**config.mk**
```make
export PLATFORM = sky130hd
export DESIGN_NAME = clk_div_loader_flat
export DESIGN_NICKNAME = d
export VERILOG_FILES = /design/src/rtl/clk_div_loader_if.sv /design/src/rtl/clk_div_loader.sv /design/src/flat_wrapper.sv
export SDC_FILE = /design/constraint.sdc
export NUM_CORES = 1
export LEC_CHECK = 0
export BUFFER_PORTS_ARGS = -buffer_cell sky130_fd_sc_hd__buf_2
export CORE_ASPECT_RATIO = 0.7
export CORE_MARGIN = 1
export CORE_UTILIZATION = 50
export CTS_CLUSTER_DIAMETER = 40
export CTS_CLUSTER_SIZE = 30
export DETAILED_ROUTE_END_ITERATION = 6
export PLACE_DENSITY = 0.75
export SYNTH_ARGS = -nofsm -noshare
export SYNTH_HDL_FRONTEND = slang
export SYNTH_SLANG_ARGS = --single-unit
export TNS_END_PERCENT = 10
```
**constraint.sdc**
```tcl
create_clock -name clk -period 4.02 [get_ports clk]
set_clock_uncertainty 0.05 [all_clocks]
set_input_delay 0.603 -clock clk [delete_from_list [all_inputs] [get_ports clk]]
set_output_delay 0.603 -clock clk [all_outputs]
set_load 0.03 [all_outputs]
```
**src/rtl/clk_div_loader_if.sv**
```systemverilog
// Request/control bundle between a divisor source, clk_div_loader and CLK_GEN.
// The master side issues divisor/enable requests and supplies the divider
// overflow strobe; the slave side (clk_div_loader) returns the divider
// controls and the status pulses.
interface clk_div_loader_if #(
  parameter int RESOLUTION = 32
);
  logic [RESOLUTION-1:0] in_div;
  logic                  in_en;
  logic                  in_valid;
  logic                  in_ready;
  logic                  overflow;
  logic [RESOLUTION-1:0] div_out;
  logic                  enable_out;
  logic                  applied;
  logic                  rejected;
  logic                  timed_out;
  logic                  busy;

  modport master (
    output in_div, in_en, in_valid, overflow,
    input  in_ready, div_out, enable_out, applied, rejected, timed_out, busy
  );

  modport slave (
    input  in_div, in_en, in_valid, overflow,
    output in_ready, div_out, enable_out, applied, rejected, timed_out, busy
  );
endinterface

```
**src/rtl/clk_div_loader.sv**
```systemverilog
// Upstream control stage for the CLK_GEN sampling-clock divider.
// Requests are accepted over valid/ready. Illegal divisors are dropped with a
// rejected pulse. While the divider runs, a new setting is held pending and
// only written on a divider overflow edge, so the generated clock never gets
// a runt phase; a watchdog forces the write if no overflow shows up.
module clk_div_loader #(
  parameter int RESOLUTION     = 32,
  parameter int MIN_DIV        = 2,
  parameter int TIMEOUT_CYCLES = 65536
) (
  input  logic              clk,
  input  logic              reset,
  clk_div_loader_if.slave   bus
);

  localparam int                    WD_W      = $clog2(TIMEOUT_CYCLES);
  localparam logic [WD_W-1:0]       WD_LAST   = WD_W'(TIMEOUT_CYCLES - 1);
  localparam logic [RESOLUTION-1:0] MIN_DIV_V = RESOLUTION'(MIN_DIV);

  typedef enum logic [1:0] {
    S_IDLE = 2'd0,
    S_RUN  = 2'd1,
    S_SYNC = 2'd2
  } state_e;

  state_e                state_q, state_d;
  logic [RESOLUTION-1:0] div_q, div_d;
  logic                  en_q, en_d;
  logic [RESOLUTION-1:0] pend_div_q, pend_div_d;
  logic                  pend_en_q, pend_en_d;
  logic [WD_W-1:0]       wd_q, wd_d;
  logic                  applied_q, applied_d;
  logic                  rejected_q, rejected_d;
  logic                  timed_out_q, timed_out_d;

  logic                  ready_w;
  logic                  xfer_w;
  logic                  legal_w;

  // Ready and busy are plain state decodes; only SYNC blocks new requests.
  assign ready_w = (state_q != S_SYNC);
  assign xfer_w  = bus.in_valid && ready_w;
  assign legal_w = (bus.in_div >= MIN_DIV_V);

  // State register plus all registered outputs and pending request storage.
  always_ff @(posedge clk or posedge reset) begin
    if (reset) begin
      state_q     <= S_IDLE;
      div_q       <= '0;
      en_q        <= 1'b0;
      pend_div_q  <= '0;
      pend_en_q   <= 1'b0;
      wd_q        <= '0;
      applied_q   <= 1'b0;
      rejected_q  <= 1'b0;
      timed_out_q <= 1'b0;
    end else begin
      state_q     <= state_d;
      div_q       <= div_d;
      en_q        <= en_d;
      pend_div_q  <= pend_div_d;
      pend_en_q   <= pend_en_d;
      wd_q        <= wd_d;
      applied_q   <= applied_d;
      rejected_q  <= rejected_d;
      timed_out_q <= timed_out_d;
    end
  end

  // Next-state logic: direct write when stopped, deferred write while running.
  always_comb begin
    state_d     = state_q;
    div_d       = div_q;
    en_d        = en_q;
    pend_div_d  = pend_div_q;
    pend_en_d   = pend_en_q;
    wd_d        = wd_q;
    applied_d   = 1'b0;
    rejected_d  = 1'b0;
    timed_out_d = 1'b0;

    unique case (state_q)
      S_IDLE: begin
        if (xfer_w) begin
          if (!legal_w) begin
            rejected_d = 1'b1;
          end else begin
            div_d     = bus.in_div;
            en_d      = bus.in_en;
            applied_d = 1'b1;
            state_d   = bus.in_en ? S_RUN : S_IDLE;
          end
        end
      end

      S_RUN: begin
        // Overflow is ignored here; only a legal request moves us on.
        if (xfer_w) begin
          if (!legal_w) begin
            rejected_d = 1'b1;
          end else begin
            pend_div_d = bus.in_div;
            pend_en_d  = bus.in_en;
            wd_d       = '0;
            state_d    = S_SYNC;
          end
        end
      end

      S_SYNC: begin
        // The write lands on the same edge that CLK_GEN toggles and clears its
        // count, so the new period starts clean. An overflow on the timeout
        // edge counts as a normal overflow apply.
        if (bus.overflow || (wd_q == WD_LAST)) begin
          div_d       = pend_div_q;
          en_d        = pend_en_q;
          applied_d   = 1'b1;
          timed_out_d = !bus.overflow;
          state_d     = pend_en_q ? S_RUN : S_IDLE;
        end else if (wd_q != WD_LAST) begin
          wd_d = wd_q + 1'b1;
        end
      end

      default: begin
        state_d = S_IDLE;
      end
    endcase
  end

  assign bus.in_ready   = ready_w;
  assign bus.busy       = (state_q == S_SYNC);
  assign bus.div_out    = div_q;
  assign bus.enable_out = en_q;
  assign bus.applied    = applied_q;
  assign bus.rejected   = rejected_q;
  assign bus.timed_out  = timed_out_q;

endmodule

```
**src/flat_wrapper.sv**
```systemverilog
// flat-port wrapper written by rule: the top's interface ports become plain ports
module clk_div_loader_flat 
#(
  parameter int RESOLUTION     = 32,
  parameter int MIN_DIV        = 2,
  parameter int TIMEOUT_CYCLES = 65536
)
  (clk, reset, bus_in_div, bus_in_en, bus_in_valid, bus_overflow, bus_in_ready, bus_div_out, bus_enable_out, bus_applied, bus_rejected, bus_timed_out, bus_busy);
  clk_div_loader_if #(.RESOLUTION(RESOLUTION)) bus_i ();
  input  logic clk;
  input  logic reset;
  input wire logic [$bits(bus_i.in_div)-1:0] bus_in_div;
  input wire logic [$bits(bus_i.in_en)-1:0] bus_in_en;
  input wire logic [$bits(bus_i.in_valid)-1:0] bus_in_valid;
  input wire logic [$bits(bus_i.overflow)-1:0] bus_overflow;
  output wire logic [$bits(bus_i.in_ready)-1:0] bus_in_ready;
  output wire logic [$bits(bus_i.div_out)-1:0] bus_div_out;
  output wire logic [$bits(bus_i.enable_out)-1:0] bus_enable_out;
  output wire logic [$bits(bus_i.applied)-1:0] bus_applied;
  output wire logic [$bits(bus_i.rejected)-1:0] bus_rejected;
  output wire logic [$bits(bus_i.timed_out)-1:0] bus_timed_out;
  output wire logic [$bits(bus_i.busy)-1:0] bus_busy;
  assign bus_i.in_div = bus_in_div;
  assign bus_i.in_en = bus_in_en;
  assign bus_i.in_valid = bus_in_valid;
  assign bus_i.overflow = bus_overflow;
  assign bus_in_ready = bus_i.in_ready;
  assign bus_div_out = bus_i.div_out;
  assign bus_enable_out = bus_i.enable_out;
  assign bus_applied = bus_i.applied;
  assign bus_rejected = bus_i.rejected;
  assign bus_timed_out = bus_i.timed_out;
  assign bus_busy = bus_i.busy;
  clk_div_loader #(.RESOLUTION(RESOLUTION), .MIN_DIV(MIN_DIV), .TIMEOUT_CYCLES(TIMEOUT_CYCLES)) u_core (.clk(clk), .reset(reset), .bus(bus_i));
endmodule
```
==> results_dict.tcl <==
set metrics [dict create \
    worstSkewPairLatency_ns 0.32 \
    post_cts_buffers 0 \
    async_flop_share_pct 100 \
    critPathMaxStageDelay_ns 0.49 \
    initialDrtViolationCount 87 \
    antenna_cells 0 \
    first_pass_iters 4 \
    synth-compound-area-share_pct 1.84 \
    grt_pass1_vias 2693 \
    synth_area_mm2 0.00401 \
    place_congestion 0.730 \
    design_area_mm2 0.00476 \
    hpwl_mm 5.41 \
    layout_common_cells "mux2_2, dfrtp_1, buf_2" \
    yosys.area_share.xor_xnor_pct 2.62 \
    start_util_pct 53.3 \
    syn_area_per_cell_um2 13.5 \
    cp_cell_sequence "ha_1 -> nand3_1 -> nor4_4 -> nor3b_1 -> nor3_4 -> buf_4 -> mux2_2" \
    synth_fp_nets 336 \
    wl_per_cell_um 16.5 \
    max_cap_violations 0 \
    die-area_mm2 0.00839 \
    rsz0062_at_grt "no" \
    numCtsBuffers 9 \
    ys_ff_latch 87 \
    r2r-start "u_core.wd_q[0]$_DFFE_PP0P_" \
    cts-root-buf "clkbuf_16" \
    synth_simple_gate_area_share_pct 10.8 \
    drc 0 \
    yosysWarnings 0 \
    core-area_mm2 0.00751 \
    die_x_um 109 \
    ys_seq_area_share_pct 54.3 \
    start_kind "flop" \
    boundaryPins 75 \
    tns_ns 0 \
    cts_tree "yes" \
    cpMaxStageDelayCell "nor4_4" \
    n_fill_cell 579 \
    netlist_instances 298 \
    critical_path_required_ns 4.17 \
    min_period_ns 2.81 \
    vias 2579 \
    hold_violations 0 \
    clk_pin_slew_worst_paths_ns 0.06 \
    tightest_slew_ns 0.732 \
    p_leak_nw 2.12 \
    grt_max_degree 50 \
    numPortBuffers 74 \
    clockBufferDepth 2 \
    cp-startpoint "u_core.wd_q[0]$_DFFE_PP0P_" \
    synth_top_family_by_area "multiplexers" \
    ctsHoldBuffers 0 \
    setup_violations 0 \
    dieHeight_um 76.9 \
    viasPerCell 5.42 \
    ctsResizeCount 0 \
    synth_edf_count 0 \
    grt.total_usage_pct 20.5 \
    crit_arrival_ns 2.97 \
    fmax_mhz 355 \
    wirelength_mm 7.84 \
    endpoint_kind "flop" \
    ys.flop_type "dfrtp_1" \
    layout-drive-gt1-share_pct 52.1 \
    h-tree-depth 3 \
    grt_pass1_wl_mm 13.2 \
    final.period_utilization_pct 70.0 \
    hold_class "primary input to asynchronous set/reset pin" \
    placed_area_mm2 0.00446 \
    synth_mux_area_share_pct 27.7 \
    grt-ovfl-total 0 \
    synthAdderAreaFrac_pct 0.312 \
    synthDistinctLibCells 40 \
    layout_commonest_cell "mux2_2" \
    detail-route-antenna-nets 0 \
    path_max_fanout 31 \
    utilization_pct 63.4 \
    slew_violations 0 \
    antenna_found_initial 0 \
    max_slew_margin_pct 51.1 \
    nets 411 \
    rows 26 \
    peakVddDrop_mv 0.516 \
    critPathKind "flop to flop" \
    cts.sinks 87 \
    status "finished clean" \
    area_growth_pct 18.9 \
    pwr_density_cell_mw_per_mm2 775 \
]
==> final timing paths <==
check | endpoint | slack [ns] | cells after the start
hold reg to reg | u_core.bus.div_out[23]$_DFFE_PP0P_ | 0.44 | 1
setup / recovery | u_core.bus.div_out[11]$_DFFE_PP0P_ | 1.21 | 7
hold / removal | u_core.bus.div_out[13]$_DFFE_PP0P_ | 0.29 | 2
max in group asynchronous | u_core.pend_div_q[28]$_DFFE_PP0P_ | 2.57 | 3
min in group clk | u_core.bus.div_out[23]$_DFFE_PP0P_ | 0.44 | 1
setup reg to reg | u_core.bus.div_out[11]$_DFFE_PP0P_ | 1.21 | 7
==> final cells by class <==
| type | instances | area (um^2) | area share (%) |
|---|---|---|---|
| tap | 98 | 123 | 2.57 |
| clock inverter | 4 | 53.8 | 1.13 |
| timing repair buffer | 78 | 400 | 8.40 |
| multi-input combinational | 192 | 1740 | 36.6 |
| inverter | 5 | 20.0 | 0.420 |
| sequential | 87 | 2180 | 45.7 |
| clock buffer | 12 | 246 | 5.17 |
==> where the power goes <==
group          total (mW)  switching (mW)  internal, mW
Clock               0.827           0.326         0.501
Sequential           1.44           0.194          1.24
Combinational        1.43           0.781         0.647
Total                3.69            1.30          2.39
==> per-stage QoR <==
stage / setup slack [ns] / cells / hold slack, ns / total power, mW
6_report: 1.21 / 476 / 0.294 / 3.69
5_1_grt: 1.03 / 476 / 0.333 / 3.91
4_1_cts: 1.20 / 476 / 0.309 / 3.73
2_1_floorplan: 1.12 / 298 / 0.425 / 2.52
3_3_place_gp: 1.28 / 460 / 0.427 / 2.84
3_5_place_dp: 1.21 / 460 / 0.436 / 2.89
==> state kept, by name, indices dropped and copies added (netlist names) <==
name,count
u_core.pend_div_q,32
u_core.wd_q,16
u_core.bus.div_out,32
u_core.bus.rejected,1
u_core.bus.applied,1
u_core.bus.timed_out,1
u_core.pend_en_q,1
u_core.state_q,2
u_core.bus.enable_out,1
==> critical path, delay by kind of cell, from the launching register on <==
kind	cells	cell delay (ns)
fa+ha+maj	1	0.25
buf+inv	1	0.44
flops	1	0.43
mux	1	0.39
simple gates	4	1.12
==> per-layer routing <==
| metal | global-route usage, % | share of wire (%) |
|---|---|---|
| met5 | 0 | 0 |
| met4 | 4.05 | 0.63 |
| met3 | 5.27 | 4.6 |
| met2 | 32.3 | 46 |
| met1 | 28.8 | 49 |
==> synthesized netlist by cell type, types with 3 or more instances <==
cell,instances,area [um^2]
mux2_2,95,1070
dfrtp_1,87,2180
nor2_1,15,56.3
nor4_1,13,81.3
clkbuf_1,9,33.8
xnor2_1,9,78.8
nand3_1,8,40.0
inv_1,5,18.8
and3_1,4,25.0
nand2_1,4,15.0
nand4_1,4,25.0
nor3_1,4,20.0
a21oi_1,3,15.0
buf_6,3,33.8
o21ai_0,3,15.0
xor2_1,3,26.3
==> logic make-up after synthesis <==
| group | after synthesis |
|---|---|
| adders and majority gates | 1 |
| AOI/OAI and AO/OA | 11 |
| buffers and inverters | 19 |
| muxes | 99 |
| and+or+nand+nor | 69 |
| xor gates and xnor gates | 12 |
| DFF | 87 |
No activity file was read; power rests on OpenSTA's default activity.
